==> src/rtl/prog_sequencer_pkg.sv <==
// Shared types and defaults for the program sequencer.
package prog_sequencer_pkg;

    typedef enum logic [1:0] {
        ST_IDLE = 2'd0,
        ST_RUN  = 2'd1,
        ST_WAIT = 2'd2,
        ST_HALT = 2'd3
    } seq_state_e;

    localparam int unsigned START_PC_DEF = 0;
    // Wait counter holds MEM_LAT-1, MEM_LAT is at most 7.
    localparam int unsigned WAIT_W       = 3;

endpackage

==> src/rtl/prog_sequencer_branch_resolve.sv <==
// Combinational branch resolution: decides taken and picks the next PC.
module prog_sequencer_branch_resolve #(
    parameter int unsigned T = 10
) (
    input  logic         branch_always,
    input  logic         branch_ez,
    input  logic         branch_nz,
    input  logic         acc_zero,
    input  logic [T-1:0] target,
    input  logic [T-1:0] prog_ctr,
    output logic [T-1:0] next_pc_c,
    output logic         taken_c
);

    // All strobes share one target, so strobe priority only shapes taken.
    always_comb begin
        taken_c = 1'b0;
        if (branch_always) begin
            taken_c = 1'b1;
        end else if (branch_ez && acc_zero) begin
            taken_c = 1'b1;
        end else if (branch_nz && !acc_zero) begin
            taken_c = 1'b1;
        end
        next_pc_c = taken_c ? target : prog_ctr + T'(1);
    end

endmodule

==> src/rtl/prog_sequencer.sv <==
// Program sequencer: PC ownership, start/halt control, branch resolution and LDW wait insertion.
module prog_sequencer
    import prog_sequencer_pkg::*;
#(
    parameter int unsigned T        = 10,
    parameter int unsigned START_PC = START_PC_DEF,
    parameter int unsigned MEM_LAT  = 1,
    parameter int unsigned CW       = 16
) (
    input  logic          Clk,
    input  logic          Reset_n,
    input  logic          Start,
    input  logic          Done_in,
    input  logic          BranchEZ,
    input  logic          BranchNZ,
    input  logic          BranchAlways,
    input  logic          LoadReq,
    input  logic          AccZero,
    input  logic [T-1:0]  Target,
    output logic [T-1:0]  ProgCtr,
    output logic [T-1:0]  ProgCtr_p1,
    output logic          CommitEn,
    output logic          Busy,
    output logic          Done,
    output logic [CW-1:0] CycleCount
);

    localparam logic [T-1:0]      START_PC_V = T'(START_PC);
    localparam logic [WAIT_W-1:0] WAIT_INIT  = WAIT_W'((MEM_LAT == 0) ? 0 : MEM_LAT - 1);
    localparam logic [CW-1:0]     CYC_MAX    = {CW{1'b1}};
    localparam bit                HAS_WAIT   = (MEM_LAT != 0);

    seq_state_e        state_q, state_d;
    logic [T-1:0]      pc_q, pc_d;
    logic [WAIT_W-1:0] wait_q, wait_d;
    logic [CW-1:0]     cyc_q, cyc_d;
    logic              commit_c;
    logic [T-1:0]      br_next_pc_c;
    logic              br_taken_c;
    logic [T-1:0]      pc_p1_c;

    assign pc_p1_c = pc_q + T'(1);

    prog_sequencer_branch_resolve #(
        .T (T)
    ) u_branch_resolve (
        .branch_always (BranchAlways),
        .branch_ez     (BranchEZ),
        .branch_nz     (BranchNZ),
        .acc_zero      (AccZero),
        .target        (Target),
        .prog_ctr      (pc_q),
        .next_pc_c     (br_next_pc_c),
        .taken_c       (br_taken_c)
    );

    always_ff @(posedge Clk or negedge Reset_n) begin
        if (!Reset_n) begin
            state_q <= ST_IDLE;
            pc_q    <= START_PC_V;
            wait_q  <= '0;
            cyc_q   <= '0;
        end else begin
            state_q <= state_d;
            pc_q    <= pc_d;
            wait_q  <= wait_d;
            cyc_q   <= cyc_d;
        end
    end

    always_comb begin
        state_d  = state_q;
        pc_d     = pc_q;
        wait_d   = wait_q;
        cyc_d    = cyc_q;
        commit_c = 1'b0;

        // Saturating count of busy cycles; a Start below clears it.
        if ((state_q == ST_RUN || state_q == ST_WAIT) && cyc_q != CYC_MAX) begin
            cyc_d = cyc_q + CW'(1);
        end

        case (state_q)
            ST_IDLE, ST_HALT: begin
                if (Start) begin
                    state_d = ST_RUN;
                    pc_d    = START_PC_V;
                    cyc_d   = '0;
                end
            end
            ST_RUN: begin
                commit_c = 1'b1;
                if (Done_in) begin
                    state_d  = ST_HALT;
                    commit_c = 1'b0;
                end else if (LoadReq && HAS_WAIT) begin
                    state_d  = ST_WAIT;
                    wait_d   = WAIT_INIT;
                    commit_c = 1'b0;
                end else begin
                    pc_d = br_next_pc_c;
                end
            end
            ST_WAIT: begin
                if (wait_q != '0) begin
                    wait_d = wait_q - WAIT_W'(1);
                end else begin
                    // Data is back: the LDW commits now and the PC moves on.
                    commit_c = 1'b1;
                    pc_d     = pc_p1_c;
                    state_d  = ST_RUN;
                end
            end
            default: begin
                state_d = ST_IDLE;
            end
        endcase
    end

    assign ProgCtr    = pc_q;
    assign ProgCtr_p1 = pc_p1_c;
    assign CommitEn   = commit_c;
    assign Busy       = (state_q == ST_RUN) || (state_q == ST_WAIT);
    assign Done       = (state_q == ST_HALT);
    assign CycleCount = cyc_q;

    logic unused_taken;
    assign unused_taken = br_taken_c;

endmodule

==> config.mk <==
export PLATFORM = sky130hd
export DESIGN_NAME = prog_sequencer
export DESIGN_NICKNAME = d
export VERILOG_FILES = /design/src/rtl/prog_sequencer_pkg.sv /design/src/rtl/prog_sequencer_branch_resolve.sv /design/src/rtl/prog_sequencer.sv
export SDC_FILE = /design/constraint.sdc
export NUM_CORES = 1
export LEC_CHECK = 0
export CORE_ASPECT_RATIO = 0.7
export CORE_UTILIZATION = 30
export DETAILED_ROUTE_END_ITERATION = 7
export GPL_TIMING_DRIVEN = 0
export PLACE_DENSITY = 0.59
export SLEW_MARGIN = 20
export SYNTH_ARGS = -nofsm -noshare
export SYNTH_HDL_FRONTEND = slang
export SYNTH_SLANG_ARGS = --single-unit
==> constraint.sdc <==
create_clock -name Clk -period 2.3 [get_ports Clk]
set_input_delay 0.575 -clock Clk [delete_from_list [all_inputs] [get_ports Clk]]
set_output_delay 0.575 -clock Clk [all_outputs]
set_load 0.05 [all_outputs]
# ---- Word-level counts from Yosys, hierarchy flattened
# Cells that the tools add are included.
dict set report totals {
  out_inout_bits 39
  register_bits 31
  elab_cells 55
}
dict set report classes {
  eq_ne 11
  reduce_logical 12
  addsub 3
  n_mux 25
}
# cell count
set op_table {}
lappend op_table {{10-bit 2-to-1 mux} 5}
lappend op_table {{16-bit 2-to-1 mux} 3}
lappend op_table {{10-bit case mux with 3 select lines} 1}
lappend op_table {{16-bit by 1-bit adder with 16-bit output (second input constant)} 1}
lappend op_table {{16-bit inequality test (second input constant)} 1}
lappend op_table {{2-bit inequality test (second input constant)} 6}
lappend op_table {{10-bit by 1-bit adder with 10-bit output (second input constant)} 1}
lappend op_table {{3-bit 2-to-1 mux} 3}
lappend op_table {{2-bit 2-to-1 mux} 4}
lappend op_table {{4-bit AND reduction} 2}
lappend op_table {{1-bit 2-to-1 mux} 6}
lappend op_table {{2-bit case mux with 3 select lines} 1}
lappend op_table {{3-bit case mux with 2 select lines} 1}
lappend op_table {{2-bit == test (second input constant)} 2}
lappend op_table {{1-bit logical AND} 3}
lappend op_table {{3-bit inequality test (second input constant)} 1}
lappend op_table {{3-bit AND reduction} 1}
lappend op_table {{3-bit nonzero test} 1}
lappend op_table {{3-bit by 1-bit subtractor with 3-bit output (second input constant)} 1}
lappend op_table {{2-bit by 1-bit == test with 1-bit output (second input constant)} 1}
lappend op_table {{2-bit logical NOT} 1}
lappend op_table {{1-bit case mux with 2 select lines} 1}
lappend op_table {{2-bit nonzero test} 1}
lappend op_table {{2-bit OR reduction} 1}
lappend op_table {{other kinds (2)} 2}

# ---- Logic depth before layout (Yosys ltp)
dict set report depth {
  word_depth 9
  ltp_mapped 8
  depth_no_buf 6
}

# ---- Cells and area by module
# From an unflattened synthesis, not the netlist that was laid out.
dict set report unflattened {
  hier_cells 257
  hier_area_um2 2280.9
}
# mod cells_each n_inst area_per_inst_um2
set modules_own_cells {}
lappend modules_own_cells {prog_sequencer 212 1 1973.1}
lappend modules_own_cells {prog_sequencer_branch_resolve 45 1 307.8}

# ---- Least setup slack after synthesis
# No wires, ideal clock.
dict set report synth_timing {
  path_kind {reg-to-output}
  start {register pc_q[0] (netlist: ProgCtr[0])}
  end {output ProgCtr_p1[8]}
  arrival_ps 2107
  required_time_ps 1725
  path_stages_with_launch 5
  path_slack_ps -382
  cell_sequence {dfrtp_1 -> ha_1 -> inv_1 -> nor3_1 -> xor2_1}
}
dict set report synth_between {
  elab_chain_cells 1
}
# item line
set synth_rtl {}
lappend synth_rtl {{from (decl)} prog_sequencer.sv:34} ;# logic [T-1:0] pc_q, pc_d;
lappend synth_rtl {{from (signal assigned)} prog_sequencer.sv:65} ;# pc_q <= pc_d;
lappend synth_rtl {{10-bit by 1-bit adder with 10-bit output} prog_sequencer.sv:42} ;# assign pc_p1_c = pc_q + T'(1);
lappend synth_rtl {{to (decl)} prog_sequencer.sv:21} ;# output logic [T-1:0] ProgCtr_p1,
# No other way between the ends.

# ---- Final worst setup path
dict set report layout_timing {
  start {input Done_in}
  end {output CommitEn}
}
dict set report layout_between {
  elab_chain_cells 2
}
# item line
set layout_rtl {}
lappend layout_rtl {{from (decl)} prog_sequencer.sv:13} ;# input logic Done_in,
lappend layout_rtl {{1-bit 2-to-1 mux} prog_sequencer.sv:93} ;# if (Done_in) begin
lappend layout_rtl {{1-bit case mux with 2 select lines} prog_sequencer.sv:83} ;# case (state_q)
lappend layout_rtl {{to (decl)} prog_sequencer.sv:22} ;# output logic CommitEn,
# No other way between the ends.

==> results.toml <==
[routing]
routed_wl_mm = 5.94
postRouteAntennaNets = 0
routedWlPerCell_um = 15.4
drtIter0Drc = 119
remaining_drc_errors = 0
route.vias.total = 2014
dr.pass1.iters = 4
vias_per_cell = 5.20

[placement]
dpl.hpwl_mm = 4.37
gpl.final_weighted_congestion = 0.850
placement.cell_area_sq_um = 2830
buffer_ports.inserted = 57

[die]
die_h_um = 71.5
dieArea_sq_um = 7240
row_count = 24
design.portCount = 58
floorplan.core_area_sq_um = 6460
die_w_um = 101
floorplan.initialDensity_pct = 32.1

[critical_path]
critical_path_peak_fanout = 5
timing.critical_path.to_type = "output port"
cpMaxStageDelayCell = "sky130_fd_sc_hd__clkdlybuf4s50_1"
critical_path_arrival_ps = 1680
critical_path.reg2reg.startpoint = "state_q[0]$_DFFE_PN0P_"
cells_along_the_critical_path = "clkdlybuf4s50_1 > inv_1 > nand2_1 > o21ai_1 > and2_1 > buf_6"
worstSetupStartpoint = "Done_in"
timing.critical_path.from_type = "input port"
worstPathRequired_ps = 1730
critical_path_class = "input port to output port"
crit_path_max_incr_delay_ps = 480

[clock_tree]
cts_tree = "yes"
clock_path_buffers = 2
cts.clk_slew.worst_paths_ps = 70
cts_made_buffers = 5
cts.htree.levels = 2
clock-root-buffer = "sky130_fd_sc_hd__clkbuf_8"
clock_sink_count = 31
clkLatencyLatePin_ps = 290

[yosys]
synth_warn = 0
netlist_instances = 221
synth_seq_area_share_pct = 37.5
synthesis.area_per_instance_sq_um = 9.37
ys_dominant_reg_cell = "sky130_fd_sc_hd__dfrtp_1"
async_reset_ff_share_pct = 100
synth_enable_flop_cells = 0
ys_top_cells_by_area = "sky130_fd_sc_hd__dfrtp_1, sky130_fd_sc_hd__ha_1, sky130_fd_sc_hd__a221o_1, sky130_fd_sc_hd__mux2i_1, sky130_fd_sc_hd__nand2_1"
leading_area_contributor_after_synthesis = "sky130_fd_sc_hd__dfrtp_1"
synth.ff_latch_count = 31
post-synth-top-area-fraction_pct = 37.5
post_synthesis_net_count = 247
summed_instance_area_of_the_synthesized_netlist_sq_um = 2070
yosysUniqueCellTypes = 58

[timing]
final_max_slew_viol_count = 0
setup_total_negative_slack_ps = 0
hold_viol = 0
worst_clock_skew_ps = 9.00
fmax_mhz = 443
finalCriticalPeriod_ps = 2260
post-route-period-util_pct = 98.2
rsz0062_at_grt = "true"
timing.final.setup_violations = 0
worstMarginPinSlew_ps = 544
timing.slew.headroom_pct = 63.7

[global_routing]
antenna_found_initial = 0
wire_length_of_the_first_global_routing_pass_mm = 9.45
track_usage_pct = 17.0
grt_overflow = 0
number_of_global_route_vias_before_repair = 1856
grt_max_degree = 17

[run_status]
status = "finished, final reports clean"

[power]
ir_drop_mv = 0.371
power.total_mw = 3.32
pwr_density_cell_nw_per_um2 = 1100
p_leak_nw = 1.34

[cells_and_area]
layout-drive-gt1-share_pct = 23.0
antenna_cells = 0
areaGrowthSynthToFinish_pct = 45.7
most_common_library_cell_in_the_layout_ignoring_fill_and_taps = "sky130_fd_sc_hd__clkdlybuf4s50_1"
nNetsFinal = 321
design_area_sq_um = 3020
mostFrequentLayoutCells = "sky130_fd_sc_hd__clkdlybuf4s50_1, sky130_fd_sc_hd__dfrtp_1, sky130_fd_sc_hd__nand2_1, sky130_fd_sc_hd__buf_4, sky130_fd_sc_hd__inv_1"

[flow_run]
max-cap-violations = 0

[min_path]
hold_path_class = "input port to asynchronous set/reset pin"
[cells in the mapped netlist (4+ instances only)]
| library cell | n |
|---|---|
| sky130_fd_sc_hd__nand4_1 | 6 |
| sky130_fd_sc_hd__nor2_1 | 11 |
| sky130_fd_sc_hd__nor3_1 | 10 |
| sky130_fd_sc_hd__nand3_1 | 11 |
| sky130_fd_sc_hd__and3_1 | 4 |
| sky130_fd_sc_hd__xnor2_1 | 4 |
| sky130_fd_sc_hd__nand2_1 | 15 |
| sky130_fd_sc_hd__xor2_1 | 5 |
| sky130_fd_sc_hd__buf_2 | 5 |
| sky130_fd_sc_hd__ha_1 | 7 |
| sky130_fd_sc_hd__o21ai_0 | 7 |
| sky130_fd_sc_hd__nor2b_1 | 4 |
| sky130_fd_sc_hd__a221o_1 | 7 |
| sky130_fd_sc_hd__mux2i_1 | 6 |
| sky130_fd_sc_hd__inv_1 | 12 |
| sky130_fd_sc_hd__a21oi_1 | 11 |
| sky130_fd_sc_hd__dfrtp_1 | 31 |
| sky130_fd_sc_hd__nor4_1 | 4 |
[per-layer routing]
metal	share of wire (%)	global-route usage (%)
met1	51	25.6
met3	4.6	3.02
met4	1.4	5.80
met5	0	0
met2	43	24.3
[kinds of logic after synthesis]
kind of cell    after synthesis  share of synthesized area [%]
mux                           7                           3.63
simple gates                 89                           24.7
buf+inv                      23                           4.89
flops                        31                           37.5
xor+xnor                      9                           3.81
compound gates               55                           21.3
fa+ha+maj                     7                           4.23
[flip-flops by register name (all words and copies together), names as in the netlist]
| name | count |
|---|---|
| wait_q | 3 |
| CycleCount | 16 |
| state_q | 2 |
| ProgCtr | 10 |
[stage by stage]
step | cells | util, % | setup WS [ps] | hold slack [ps]
floorplan | 221 | - | -181 | 279
global placement | 369 | 43.5 | -640 | 498
detailed placement | 370 | 43.8 | -656 | 502
CTS | 379 | 45.5 | 0.112 | 229
global route | 387 | 46.7 | -48.3 | 246
finish | 387 | 46.7 | 40.8 | 222
[worst paths after layout]
check	to	slack, ps	cells past startpoint
max	CommitEn	40	6
min	ProgCtr[8]$_DFFE_PN0P_	220	1
max reg2reg	CycleCount[10]$_DFF_PN0_	190	7
min reg2reg	CycleCount[7]$_DFF_PN0_	510	1
max in group asynchronous	CycleCount[6]$_DFF_PN0_	1640	2
min in group Clk	CycleCount[7]$_DFF_PN0_	510	1
[worst max-delay path, delay by kind of cell]
kind | cells | cell delay [ps]
compound gates | 1 | 130
buf+inv | 3 | 740
simple gates | 2 | 230
[cell type report]
type                       instances  area [sq um]
buffer                             9          50.0
clock buffer                       7          76.3
clock inverter                     1          5.00
fill                             633          3440
inverter                          12          45.0
multi-input combinational        167          1280
sequential                        31           783
tap                               91           114
timing repair buffer              69           662
[power by group]
group	internal [mW]	switching (mW)	leakage [nW]	total (mW)
Combinational	0.718	1.34	0.886	2.05
Clock	0.212	0.222	0.0422	0.434
Sequential	0.669	0.163	0.407	0.832
Total	1.60	1.72	1.34	3.32
[repair_timing]
item / in CTS / in global routing
pin swaps: 2 / 3
buffers inserted: 3 / 8
setup endpoints to repair: 11 / 12
hold buffers: 0 / 0
gates resized for setup: 52 / 16
No activity file was read; power rests on OpenSTA's default activity.
